==> src/rtl/div_iter_radix2_pkg.sv <==
// Shared constants for the iterative divider and the ALU stall logic that
// waits on it.
package div_iter_radix2_pkg;

  typedef enum logic [1:0] {
    DIV_FREE   = 2'b00,
    DIV_BYZERO = 2'b01,
    DIV_ON     = 2'b10,
    DIV_END    = 2'b11
  } div_state_e;

  localparam logic DIV_RESULT_READY     = 1'b1;
  localparam logic DIV_RESULT_NOT_READY = 1'b0;
  localparam logic DIV_START            = 1'b1;
  localparam logic DIV_STOP             = 1'b0;

endpackage

==> src/rtl/div_step_cell.sv <==
// One restoring radix-2 iteration: shift in the next dividend bit, trial
// subtract the divisor, keep the difference or restore.
module div_step_cell #(
  parameter int WIDTH = 32
) (
  input  logic [WIDTH-1:0] rem_i,
  input  logic             dvd_msb_i,
  input  logic [WIDTH-1:0] divisor_i,
  output logic [WIDTH-1:0] rem_o,
  output logic             q_bit_o
);

  logic [WIDTH:0] shifted;
  logic [WIDTH:0] diff;

  assign shifted = {rem_i, dvd_msb_i};
  assign diff    = shifted - {1'b0, divisor_i};

  // Partial remainder is always below the divisor, so the restored value fits
  // in WIDTH bits and diff's top bit is a reliable sign.
  assign q_bit_o = ~diff[WIDTH];
  assign rem_o   = q_bit_o ? diff[WIDTH-1:0] : shifted[WIDTH-1:0];

endmodule

==> src/rtl/div_iter_radix2.sv <==
// Multi-cycle restoring radix-2 divider producing {remainder, quotient} for
// signed or unsigned operands; one quotient bit per cycle.
//
// state      | meaning
// DIV_FREE   | idle, waiting for start_i
// DIV_BYZERO | divisor was zero, zero result issued next edge
// DIV_ON     | iterating, one quotient bit per cycle
// DIV_END    | result valid, held until start_i drops
module div_iter_radix2
  import div_iter_radix2_pkg::*;
#(
  parameter int WIDTH = 32,
  parameter int CNT_W = 6
) (
  input  logic               clk,
  input  logic               rst,
  input  logic               signed_div_i,
  input  logic [WIDTH-1:0]   opdata1_i,
  input  logic [WIDTH-1:0]   opdata2_i,
  input  logic               start_i,
  input  logic               annul_i,
  output logic [2*WIDTH-1:0] result_o,
  output logic               ready_o
);

  localparam logic [WIDTH-1:0] ONE      = WIDTH'(1);
  localparam logic [CNT_W-1:0] CNT_LAST = CNT_W'(WIDTH - 1);

  div_state_e         state_q;
  logic [CNT_W-1:0]   cnt_q;
  logic [WIDTH-1:0]   dvd_q;
  logic [WIDTH-1:0]   dvs_q;
  logic [WIDTH-1:0]   rem_q;
  logic               sgn_q;
  logic               s1_q;
  logic               s2_q;
  logic [2*WIDTH-1:0] result_q;
  logic               ready_q;

  logic [WIDTH-1:0]   rem_d;
  logic               q_bit_d;
  logic [WIDTH-1:0]   quo_d;
  logic [WIDTH-1:0]   quo_fix_d;
  logic [WIDTH-1:0]   rem_fix_d;
  logic [WIDTH-1:0]   abs1_d;
  logic [WIDTH-1:0]   abs2_d;

  div_step_cell #(.WIDTH(WIDTH)) u_step (
    .rem_i     (rem_q),
    .dvd_msb_i (dvd_q[WIDTH-1]),
    .divisor_i (dvs_q),
    .rem_o     (rem_d),
    .q_bit_o   (q_bit_d)
  );

  // Quotient bits accumulate in the low end of the dividend register as the
  // dividend bits are shifted out of the top.
  assign quo_d     = {dvd_q[WIDTH-2:0], q_bit_d};
  assign quo_fix_d = (sgn_q && (s1_q ^ s2_q)) ? (~quo_d + ONE) : quo_d;
  assign rem_fix_d = (sgn_q && s1_q) ? (~rem_d + ONE) : rem_d;

  assign abs1_d = (signed_div_i && opdata1_i[WIDTH-1]) ? (~opdata1_i + ONE) : opdata1_i;
  assign abs2_d = (signed_div_i && opdata2_i[WIDTH-1]) ? (~opdata2_i + ONE) : opdata2_i;

  always_ff @(posedge clk) begin
    if (rst) begin
      state_q  <= DIV_FREE;
      cnt_q    <= '0;
      dvd_q    <= '0;
      dvs_q    <= '0;
      rem_q    <= '0;
      sgn_q    <= 1'b0;
      s1_q     <= 1'b0;
      s2_q     <= 1'b0;
      result_q <= '0;
      ready_q  <= DIV_RESULT_NOT_READY;
    end else begin
      unique case (state_q)
        DIV_FREE: begin
          result_q <= '0;
          ready_q  <= DIV_RESULT_NOT_READY;
          if (start_i == DIV_START && !annul_i) begin
            if (opdata2_i == '0) begin
              state_q <= DIV_BYZERO;
            end else begin
              state_q <= DIV_ON;
              dvd_q   <= abs1_d;
              dvs_q   <= abs2_d;
              rem_q   <= '0;
              cnt_q   <= '0;
              sgn_q   <= signed_div_i;
              s1_q    <= opdata1_i[WIDTH-1];
              s2_q    <= opdata2_i[WIDTH-1];
            end
          end
        end
        DIV_BYZERO: begin
          state_q  <= DIV_END;
          result_q <= '0;
          ready_q  <= DIV_RESULT_READY;
        end
        DIV_ON: begin
          if (annul_i) begin
            state_q <= DIV_FREE;
          end else begin
            dvd_q <= quo_d;
            rem_q <= rem_d;
            cnt_q <= cnt_q + CNT_W'(1);
            if (cnt_q == CNT_LAST) begin
              state_q  <= DIV_END;
              result_q <= {rem_fix_d, quo_fix_d};
              ready_q  <= DIV_RESULT_READY;
            end
          end
        end
        DIV_END: begin
          if (start_i == DIV_STOP) begin
            state_q  <= DIV_FREE;
            result_q <= '0;
            ready_q  <= DIV_RESULT_NOT_READY;
          end
        end
        default: state_q <= DIV_FREE;
      endcase
    end
  end

  assign result_o = result_q;
  assign ready_o  = ready_q;

endmodule

==> config.mk <==
export PLATFORM = sky130hd
export DESIGN_NAME = div_iter_radix2
export DESIGN_NICKNAME = d
export VERILOG_FILES = /design/src/rtl/div_iter_radix2_pkg.sv /design/src/rtl/div_step_cell.sv /design/src/rtl/div_iter_radix2.sv
export SDC_FILE = /design/constraint.sdc
export NUM_CORES = 1
export LEC_CHECK = 0
export ABC_AREA = 1
export BUFFER_PORTS_ARGS = -buffer_cell sky130_fd_sc_hd__buf_4
export CAP_MARGIN = 20
export CORE_MARGIN = 2
export CORE_UTILIZATION = 55
export DETAILED_ROUTE_END_ITERATION = 12
export PLACE_DENSITY_LB_ADDON = 0.08
export SLEW_MARGIN = 20
export SYNTH_ARGS = -nofsm -noshare
export SYNTH_HDL_FRONTEND = slang
export SYNTH_SLANG_ARGS = --single-unit
==> constraint.sdc <==
create_clock -name clk -period 3.9 [get_ports clk]
set_input_delay 0 -clock clk [delete_from_list [all_inputs] [get_ports clk]]
set_output_delay 0 -clock clk [all_outputs]
set_load 0.02 [all_outputs]
After elaboration in Yosys (flattened, before gate mapping)
Index checks and enable logic that the tools add are counted.

$add $sub $neg: 6. Bitwise operators: 7. Reduce and logical (&&, ||, !) cells: 14. Equal/unequal tests: 10. Muxes and demuxes: 31.

Operators with widths (count): 32-bit 2-to-1 mux (11); 64-bit 2-to-1 mux (3); 64-bit case mux with 3 select lines (1); 32-bit by 1-bit adder with 32-bit output (second input constant) (4); 32-bit NOT (4); 32-bit case mux with 2 select lines (2); 33-bit by 32-bit subtractor with 33-bit output (1); 32-bit zero test (1); 6-bit 2-to-1 mux (3); 6-bit case mux with 2 select lines (1); 2-bit 2-to-1 mux (5); 2-bit != test (second input constant) (5); 3-bit AND reduction (3); 2-bit case mux with 4 select lines (1); 6-bit by 1-bit adder with 6-bit output (second input constant) (1); 6-bit by 5-bit == test with 1-bit output (second input constant) (1); 1-bit logical AND (5); 2-bit == test (second input constant) (2); 1-bit case mux with 4 select lines (1); 4-bit AND reduction (1); 1-bit 2-to-1 mux (3); 3-bit != test (second input constant) (1); 2-bit by 1-bit == test with 1-bit output (second input constant) (1); 2-bit zero test (1); 5 further kinds (6).

Input port bits: 69. Bits in registers: 172. Word-level logic and storage cells: 78.

Depth between registers and ports, before layout
Gate-level depths: netlist of run 1.

Depth after elaboration: 8. Gate-level depth with buffers: 32.

Modules after synthesis
Synthesis of run 1 repeated with hierarchy kept, for this count alone.

Cell total of the unflattened synthesis: 2301. Area, all modules: 13173.9 um^2.

Modules (own cells, without submodules): div_iter_radix2 (instances 1, cells each 1621, area an instance 10023.4 um^2, seq. area each 3443.3 um^2); div_step_cell (instances 1, cells each 680, area an instance 3150.5 um^2, seq. area each 0.0 um^2).

Worst setup path before layout of run 1
No wires, ideal clock.

Path kind: register to register. Start: reg dvd_q[31]. End: reg result_q[26], in the netlist result_o[26]. Setup slack: -0.236 ns. Path buffers: 1. Period minus slack after synthesis: 4.136 ns. Cell stages (with the launch flop): 32. Library setup time: 0.070 ns. Arrival time: 4.066 ns. Cell sequence: dfxtp_1 > inv_1 > ha_1 > fa_1 > inv_1 > nand2_1 > nand2_1 > nand3_1 > nand2_1 > nand2_1 > nand2_1 > nand2_4 > nand2_4 > nand2_4 > nand2_8 > buf_4 > ha_1 > inv_1 > nor3_1 > nand4_1 > nor3_1 > nand3_1 > nand2_1 > o21ai_0 > inv_1 > nand2_1 > a21oi_1 > o21ai_0 > a21oi_1 > or2_2 > nand3_1 > a21oi_1.

Cells in the longest elaborated chain, start to end: 8.

Ends and longest elaborated chain: start: declaration (line div_iter_radix2.sv:31) `logic [WIDTH-1:0] dvd_q;`; start signal: assignment (line div_iter_radix2.sv:87) `dvd_q <= abs1_d;`; start signal: assignment (line div_iter_radix2.sv:106) `dvd_q <= quo_d;`; 33-bit by 32-bit subtractor with 33-bit output (line div_step_cell.sv:17) `assign diff = shifted - {1'b0, divisor_i};`; 1-bit NOT (line div_step_cell.sv:21) `assign q_bit_o = ~diff[WIDTH];`; 32-bit NOT (line div_iter_radix2.sv:59) `assign quo_fix_d = (sgn_q && (s1_q ^ s2_q)) ? (~quo_d + ONE) : quo_d;`; 32-bit by 1-bit adder with 32-bit output (line div_iter_radix2.sv:59); 32-bit 2-to-1 mux (line div_iter_radix2.sv:59); 64-bit 2-to-1 mux (line div_iter_radix2.sv:109) `if (cnt_q == CNT_LAST) begin`; 64-bit 2-to-1 mux (line div_iter_radix2.sv:103) `if (annul_i) begin`; 64-bit case mux with 3 select lines (line div_iter_radix2.sv:78) `unique case (state_q)`; end signal: assignment (line div_iter_radix2.sv:111) `result_q <= {rem_fix_d, quo_fix_d};`; end: declaration (line div_iter_radix2.sv:37) `logic [2*WIDTH-1:0] result_q;`.

Every way passes these cells. The select of a mux whose other input is x is not followed. A chain may end at the register's enable or synchronous reset.

Final worst setup path of run 1
Start: reg dvd_q[31]. End: reg result_q[30], in the netlist result_o[30].

Same word-level chain as after synthesis.

==> results of run 1 <==
## power breakdown
group          internal, mW  switching [mW]
combinational         0.798            1.48
sequential             1.87           0.109
clock                 0.866           0.877
total                  3.53            2.47
## cell type report
cell class                 instances  share of cell area [%]
clock inverter                    14                    1.06
timing repair buffer             274                    14.0
clock buffer                      18                    2.74
tap                              285                    2.28
inverter                         273                    6.55
sequential                       172                    22.0
multi-input combinational       1569                    51.3
## registers in the layout (all words and copies together) (netlist names)
name and cells:
s1_q 1, dvs_q 32, ready_o 1, s2_q 1, cnt_q 6, state_q 2, sgn_q 1, dvd_q 32
result_o 64, rem_q 32
## metal layers
layer,part of all wire [%],vias up,wire (um)
met1,43,6461,17700
met3,6.9,123,2830
li1,-,7120,-
met2,46,588,18900
met5,0.078,-,32
met4,4.3,4,1760
## synth_stat cells (2+ instances only)
cell type | count | area, um2
nand3b_1 | 13 | 97.6
a21oi_1 | 201 | 1010
a31oi_1 | 23 | 144
and2_1 | 2 | 12.5
o21bai_1 | 6 | 45.0
nand3_1 | 141 | 706
o22ai_1 | 2 | 12.5
inv_2 | 5 | 18.8
a211oi_1 | 3 | 22.5
ha_1 | 41 | 513
o221ai_1 | 2 | 17.5
o21ai_1 | 2 | 10.0
nor3_1 | 38 | 190
nand2_8 | 3 | 60.1
nor4_1 | 10 | 62.6
buf_8 | 2 | 30.0
inv_1 | 267 | 1000
nand3_4 | 2 | 35.0
buf_1 | 5 | 18.8
or2_1 | 2 | 12.5
xor2_1 | 50 | 438
o211ai_1 | 4 | 30.0
or2_2 | 7 | 43.8
nor2_1 | 165 | 619
a2bb2oi_1 | 6 | 52.6
o21ai_2 | 6 | 52.6
a21o_1 | 2 | 15.0
xnor2_1 | 23 | 201
buf_2 | 4 | 20.0
clkbuf_1 | 58 | 218
nand2_1 | 665 | 2500
o21ai_0 | 86 | 430
nor2_2 | 3 | 18.8
buf_6 | 3 | 33.8
a21oi_4 | 2 | 32.5
dfxtp_1 | 172 | 3440
nor2_4 | 4 | 45.0
nor3b_1 | 2 | 15.0
nand2_2 | 23 | 144
nand2_4 | 3 | 33.8
nand4_1 | 18 | 113
## tightest hold or removal path, cell delays in order
cell	delay, ps
buf_4	100
xor2_1	60
nor2_1	90
a21oi_1	40
a21oi_1	120
## what timing repair did
action                                  4_1_cts  5_1_grt
endpoints found under the hold margin        54        0
setup buffers                                 3        5
pin swaps                                     5       12
resized for setup                            15       25
gates cloned                                  0        0
hold buffers                                 53        0
endpoints found under the setup margin        5       15
## logic make-up after synthesis
kind of cell | after synthesis
and+or+nand+nor | 1105
AOI/OAI and AO/OA | 349
buffers and inverters | 347
DFF | 172
xor gates and xnor gates | 73
adders and majority gates | 42
## worst paths after layout
check,start,endpoint,slack [ps],cells after the start
max reg2reg,dvd_q[31],result_o[30],270,31
min,opdata1_i[11],dvd_q[11],10,5
max,dvd_q[31],result_o[30],270,31
min reg2reg,result_o[21],result_o[21],470,2
## through the flow
stage          setup TNS [ps]  setup slack, ps  power [mW]
5_1_grt                  -112            -52.2        6.34
2_1_floorplan               0             3.57        3.46
3_3_place_gp            -95.1            -48.5        4.08
6_report                    0              267        6.00
4_1_cts                     0             19.4        5.92
3_5_place_dp             -778             -209        4.12
==> run summary, run 1 <==
TritonCTS built the clock tree. The buffer depth of the longest clock path is 2. The cell at the slowest stage of the critical path is fa_2. The synthesized netlist devotes approximately 38% of its cell area to simple gates. Clock latency on the worst-skew pair, taken at its later pin, is around 450 ps. The data required time at the worst endpoint came out at around 4300 ps. The floorplan step defined a core boundary enclosing 0.0226 mm2. The layout net count is between 2000 and 2500. The number of DRC markers in iteration 0 is 1204. The number of iterations in the first detailed-routing pass came out at 6. The share of the cycle needed by the critical path after routing came out at 93.1%.

The path class of the tightest hold or removal check is in -> reg. The CTS clock-pin slew for the worst setup and hold paths came out at roughly 80 ps. The setup path with the least slack is of type reg -> reg. The met2 track utilization from global routing came out at a little under three fifths. The leakage power total is between 7 and 8 nW.

The synthesized design contains 0 enable-type register cells. By area, the combinational part of the netlist is dominated by simple AND/OR/NAND/NOR gates. The final estimated routing congestion in global placement is just under 1. The maximum number of pins on one net before global-route repair is a little under 100. The initial core utilization came out at between 50% and 60%. The actual transition at the worst max-transition pin came out at roughly 1100 ps. The count of antenna-violating nets left after detailed routing is 0. The count of pins over their slew limit is 0. The count of inserted antenna diode cells came out at 0. Row generation in the floorplan step produced 55 rows.

The arrival time of the worst setup path is around 4000 ps. The total global-route track usage came out at 34.0%. Dividing the detail-routed via count by the number of cells gives roughly 5.5. The number of failing hold endpoints at the final stage is 0.

Grouping stages by cell kind, the critical path spends the most delay in simple AND/OR/NAND/NOR gates. The total nets after synthesis is between 2000 and 2500. The number of warning messages in the yosys log came out at 0.

On the final layout, the worst hold slack is approximately 14 ps. Summing the areas of all compound-gate instances in the mapped netlist gives between 10% and 20% of the synthesized area. Counting every sink on the clock net gives about 170. The most used flip-flop cell after synthesis is dfxtp_1. The count of boundary I/O pins came out at between 100 and 150. The sequential cell area is about 0.0034 mm2. The initial antenna violation count is 2.

The total of max-cap violations came out at 0. The number of buffers and inverters on the critical path is 5. With fillers left out, the area of the finished cells amounts to 0.0156 mm2. The mean instance size in the synthesized netlist is slightly above 6 um2. The count of cells in the finished layout, fillers not included, comes to 2605. Once placement finished, the instance area stood at 0.0143 mm2. The global routing stage identified its most utilized layer as met2.

The share of synthesized registers carrying an async set or reset is 0%. The total of buffers placed on input and output ports came out at approximately 130. The via count came out at 14300. For this block, the routed nets add up to a little over 40000 um of wire. STA classifies the critical path startpoint as a flop. The flip-flop and latch count after synthesis is approximately 170. Leaving out fill and tap cells, the most frequent cell in the layout is nand2_1. In the layout the commonest cells are nand2_1 (657), inv_1 (263), buf_4 (220). After filler insertion, the fill cell instance count of the layout stands at between 2000 and 2500. The area of the die came out at 0.0242 mm2.

The multiplexer area fraction after synthesis is 0%. The sequential cell area fraction in the yosys report came out at 27.2%. The maximum ir drop on the vdd rail is approximately 0.46 mV. The post-route netlist has between 15 and 20% of its cells at a drive strength greater than 1. For this run, the top clock speed supported by timing is 0.275 GHz.

The global route total overflow came out at 0. The cell count after placement is 2512. The total setup violations reported at the end of the flow came out at 0. The chip height came out at ~160 um. The first-pass GRT wire length came out at around 65000 um.

The post-synthesis instance total is around 2100. The number of remaining DRC errors came out at 0. The routing usage on met3 is approximately 5.2%. Dividing total power by cell area gives a power density of 383 mW/mm2. The share of the core filled with cells is between 60% and 70%. The summed instance area of the synthesized netlist is roughly 0.013 mm2.

The root buffer selected by CTS is clkbuf_16. Dividing the detail-routed wire length by the instance count gives between 15 and 20 um. The critical-path maximum fanout is 5. The worst setup path is captured at a flop. The synthesized netlist devotes 4.22% of its cell area to adder and majority cells.

The run finished with clean final reports. The area overhead of the layout relative to synthesis came out at 23.8%. Counting distinct cell types in the post-synthesis netlist gives 53. The multi-input combinational cell area is 0.00803 mm2. On the worst path, the slowest cell contributes a delay of roughly 360 ps. The die outline width came out at around 160 um. The number of global-route vias before repair is about 13000. In the global route stage, met1 resource usage came out at around 44%. The worst clock skew is 24.7 ps. Detailed placement ended at an HPWL of around 30000 um. The H-tree was split into 4 levels. The most frequent cell on the critical path is nand2_2. The number of CTS-inserted buffers is 17. The headroom to the max-slew limit is approximately 29%. The post-synthesis xor/xnor area fraction came out at 5.06%. The clock period minus worst slack is 3630 ps.
Power figures use the tool's default switching activity.
==> inputs of run 2 (changes only) <==
--- a/config.mk
+++ b/config.mk
@@ -5,11 +5,10 @@
 export SDC_FILE = /design/constraint.sdc
 export NUM_CORES = 1
 export LEC_CHECK = 0
-export ABC_AREA = 1
 export BUFFER_PORTS_ARGS = -buffer_cell sky130_fd_sc_hd__buf_4
 export CAP_MARGIN = 20
 export CORE_MARGIN = 2
-export CORE_UTILIZATION = 55
+export CORE_UTILIZATION = 54
 export DETAILED_ROUTE_END_ITERATION = 12
 export PLACE_DENSITY_LB_ADDON = 0.08
 export SLEW_MARGIN = 20
==> run 2 against run 1 <==
- synthesized area down 5.7%
- cell count down 19%
- flip-flop and latch count unchanged
- total power up 15%
- critical endpoint is now result_o[60]
- die area down 3.8%
- sequential share of layout area up 0.91 points
- fmax down 5.0%
==> run summary, run 2 <==
The number of buffers and inverters on the critical path came out at 4. After global routing the overflow that remains totals 0. The core region is about 0.022 mm2. Of the cells placed in the final design, the portion with a size suffix greater than 1 is between 10% and 20%. In the final design database the tool counted between 1500 and 2000 nets. Data on the critical path is required at its endpoint by ~4300 ps.

Entering global routing, the biggest net connects 77 pins. The cell area reported after detailed placement is ~0.014 mm2. The number of global-route vias before repair is ~12000. The worst clock skew came out at approximately 16 ps.

The summed instance area of the synthesized netlist came out at 0.0119 mm2. The number of levels in the clock H-tree is 4. The cell count after placement is between 2000 and 2500. The count of pins over their slew limit came out at 0.

The initial antenna violation count came to 0. After detailed routing, the number of vias per cell comes to around 6. The first global-routing pass estimated about 62000 um of wire. The number of CTS-inserted buffers came out at 17. The HPWL after detailed placement is approximately 29000 um. The worst register-to-register path begins at dvs_q[25]. The worst-case register-to-register setup slack is 80 ps. The critical-path maximum fanout came out at 30. The total global-route track usage came out at about a third. The initial core utilization came out at roughly 55%. The number of failing hold endpoints at the final stage was 0. For this block, the routed nets add up to roughly 40000 um of wire.

The nature of the critical path endpoint is a flop. The design area is approximately 0.015 mm2. Sorting the synthesized cells by area gives the leading types as dfxtp_1 (29%), nand2_1 (6.9%), xnor2_1 (6.1%). The post-synthesis cell type with the largest combined area is dfxtp_1. The CTS clock-pin slew for the worst setup and hold paths is approximately 70 ps. The arrival time of the worst setup path came out at 4200 ps.

The total of buffers placed on input and output ports came out at ~130. Traced cell by cell, the critical path runs through inv_2, ha_4, buf_8, and3_4, o21a_1, a311oi_4, o31ai_4, o21a_2, nor2_4, buf_4, mux2_2, nor3_1, buf_4, a41oi_1, or3_1, nand3_1. Synthesis produced a netlist with a net count of 1745.

The worst register-to-register path ends at result_o[60]. The worst hold endpoint is dvs_q[25]. The actual transition at the worst max-transition pin came out at 1010 ps. The buffer depth of the longest clock path came out at 2.

The sequential cell area fraction in the yosys report is about 29%. During synthesis, Yosys emitted a total of 0 warnings. The fmax is 0.262 GHz.

The flip-flop count of the largest register, all copies and words added is between 60 and 70. The sequential cell area is 0.00346 mm2. The number of cells in the finished layout apart from fillers is about 2100. The multi-input combinational cell area came out at roughly 0.0082 mm2. The count of cell types in the netlist is 73. The flow ran to the end, and the final reports show no timing, DRC or antenna violations.

The most used flip-flop cell after synthesis is dfxtp_1. The count of boundary I/O pins came out at between 100 and 150. The worst hold path cell count is 3. The share of the synthesized area in the top cell type is 28.9%. The number of remaining DRC errors is 0.

For this design, the slowest cell found on the critical path is or3_1. The headroom to the max-slew limit is about 32%. The final estimated routing congestion in global placement came out at 0.989. The worst hold path begins at opdata2_i[25]. The die outline width is roughly 150 um. The delay contributed by the slowest stage of the critical path is slightly above 400 ps. The chip height is about 150 um. The wire length per cell after detailed routing is between 15 and 20 um. The final critical path takes up between 90% and 100% of the cycle.

By startpoint and endpoint, the worst setup path is classified as reg -> reg. The total clock sinks is approximately 170. STA classifies the critical path startpoint as a flop. The final route contains roughly 13000 vias. The cell class contributing the biggest share of worst-path delay is compound AO/OA/AOI/OAI gates. The library cell used most frequently in the layout, excluding fill and tap cells, is buf_4. TritonCTS built the clock tree. Max-cap violations in this run came to 0.

The clock latency on the worst-skew pair is 440 ps. The share of synthesized registers carrying an async set or reset is 0%. The share of the core filled with cells came out at about 69%. Counting flops and latches in the post-synthesis netlist gives around 170. The number of DRC markers in iteration 0 is 1171. Counting stages on the worst path, the most repeated cell is buf_4.

The clock period minus worst slack came out at around 3800 ps. The number of rows in the core area came out at 54. The class of the most critical hold timing path is in -> reg. Averaged over all synthesized cells, the footprint is about 7.3 um2.

The detail route stage leaves a number of antenna-violating nets equal to 0. The cell depth of the worst flop-to-flop path is 16. IR analysis of the VDD net gives a maximum drop of around 0.92 mV. Summed over all cells, the static leakage comes to between 6 and 7 nW. The number of iterations in the first detailed-routing pass is 5. The count of inserted antenna diode cells came out at 0. The power density over the cells came out at 456 mW/mm2. Yosys mapped a number of flops with a built-in enable equal to 0. Setup repair after global routing could not meet its margin everywhere. The post-synthesis instance total is about 1600. The tightest hold path in the finished design has a slack of ~2.7 ps. By instance count, the leading cell after synthesis is nand2_1. The tree is rooted in a clkbuf_16.

The area overhead of the layout relative to synthesis is 26.4%. After synthesis, the most frequently instantiated cells are nand2_1 (218), nor2_1 (191), dfxtp_1 (172). The total setup violations reported at the end of the flow is 0. The top cell types in the final layout, fill and taps aside, are buf_4 (243), nand2_1 (217), nor2_1 (187). The number of filler instances in the final layout came out at between 1500 and 2000. The area of the die is around 0.023 mm2.
[run 2: worst reg2reg max path: cells and delay by family (launching register included)]
family / cells / cell delay, ps
compound gates: 5 / 1060
mux: 1 / 410
buf+inv: 4 / 690
simple gates: 5 / 1050
fa+ha+maj: 1 / 210
flops: 1 / 330
[run 2: how the worst max path moves through the flow]
| stage | end | start | slack, ps | cells after the start |
|---|---|---|---|---|
| 5_1_grt | result_o[62] | dvs_q[23] | -50 | 20 |
| 2_1_floorplan | result_o[62] | dvd_q[31] | -160 | 23 |
| 3_5_place_dp | result_o[58] | dvd_q[31] | -170 | 20 |
| 6_report | result_o[60] | dvs_q[25] | 80 | 16 |
| 4_1_cts | result_o[62] | dvs_q[24] | 20 | 19 |
| 3_3_place_gp | result_o[62] | dvs_q[24] | -40 | 14 |
[run 2: cell families after synthesis]
logic type / count (synthesis) / synth area share [%]
AOI/OAI and AO/OA: 483 / 25.8
xor gates and xnor gates: 137 / 10.1
DFF: 172 / 28.9
and+or+nand+nor: 610 / 23.1
muxes: 26 / 2.24
buffers and inverters: 164 / 5.44
adders and majority gates: 42 / 4.47
[run 2: routing by layer]
| metal | track usage, % | part of all wire [%] |
|---|---|---|
| met5 | 0 | 0 |
| met4 | 10.6 | 3.4 |
| met3 | 4.29 | 6.2 |
| met2 | 51.2 | 44 |
| met1 | 46.3 | 46 |
[run 2: timing repair]
item | CTS | global route
pin swaps | 1 | 22
setup endpoints to repair | 9 | 19
resized for setup | 5 | 51
hold buffers | 34 | 0
setup buffers | 0 | 10
endpoints found under the hold margin | 35 | 0
[run 2: layout make-up]
class	instances	share of cell area (%)
well taps	280	2.32
flip-flops and latches	172	22.9
clock inverters	14	0.996
clock buffers	18	2.85
multi-input cells	1298	54.5
repair buffers	282	14.9
inverters	57	1.47
[run 2: per-stage QoR]
stage	TNS, ps	total power [mW]	worst slack (ps)
after floorplan	-515	4.00	-162
after global placement	-39.6	4.94	-39.6
after detailed placement	-587	4.98	-168
after CTS	0	6.70	20.7
after global routing	-147	7.24	-49.8
final	0	6.87	77.4
[run 2: power by group]
part           switching (mW)  total (mW)  internal [mW]
clock                   0.833        1.69          0.855
combinational            1.93        3.14           1.21
sequential              0.146        2.04           1.90
total                    2.91        6.87           3.96
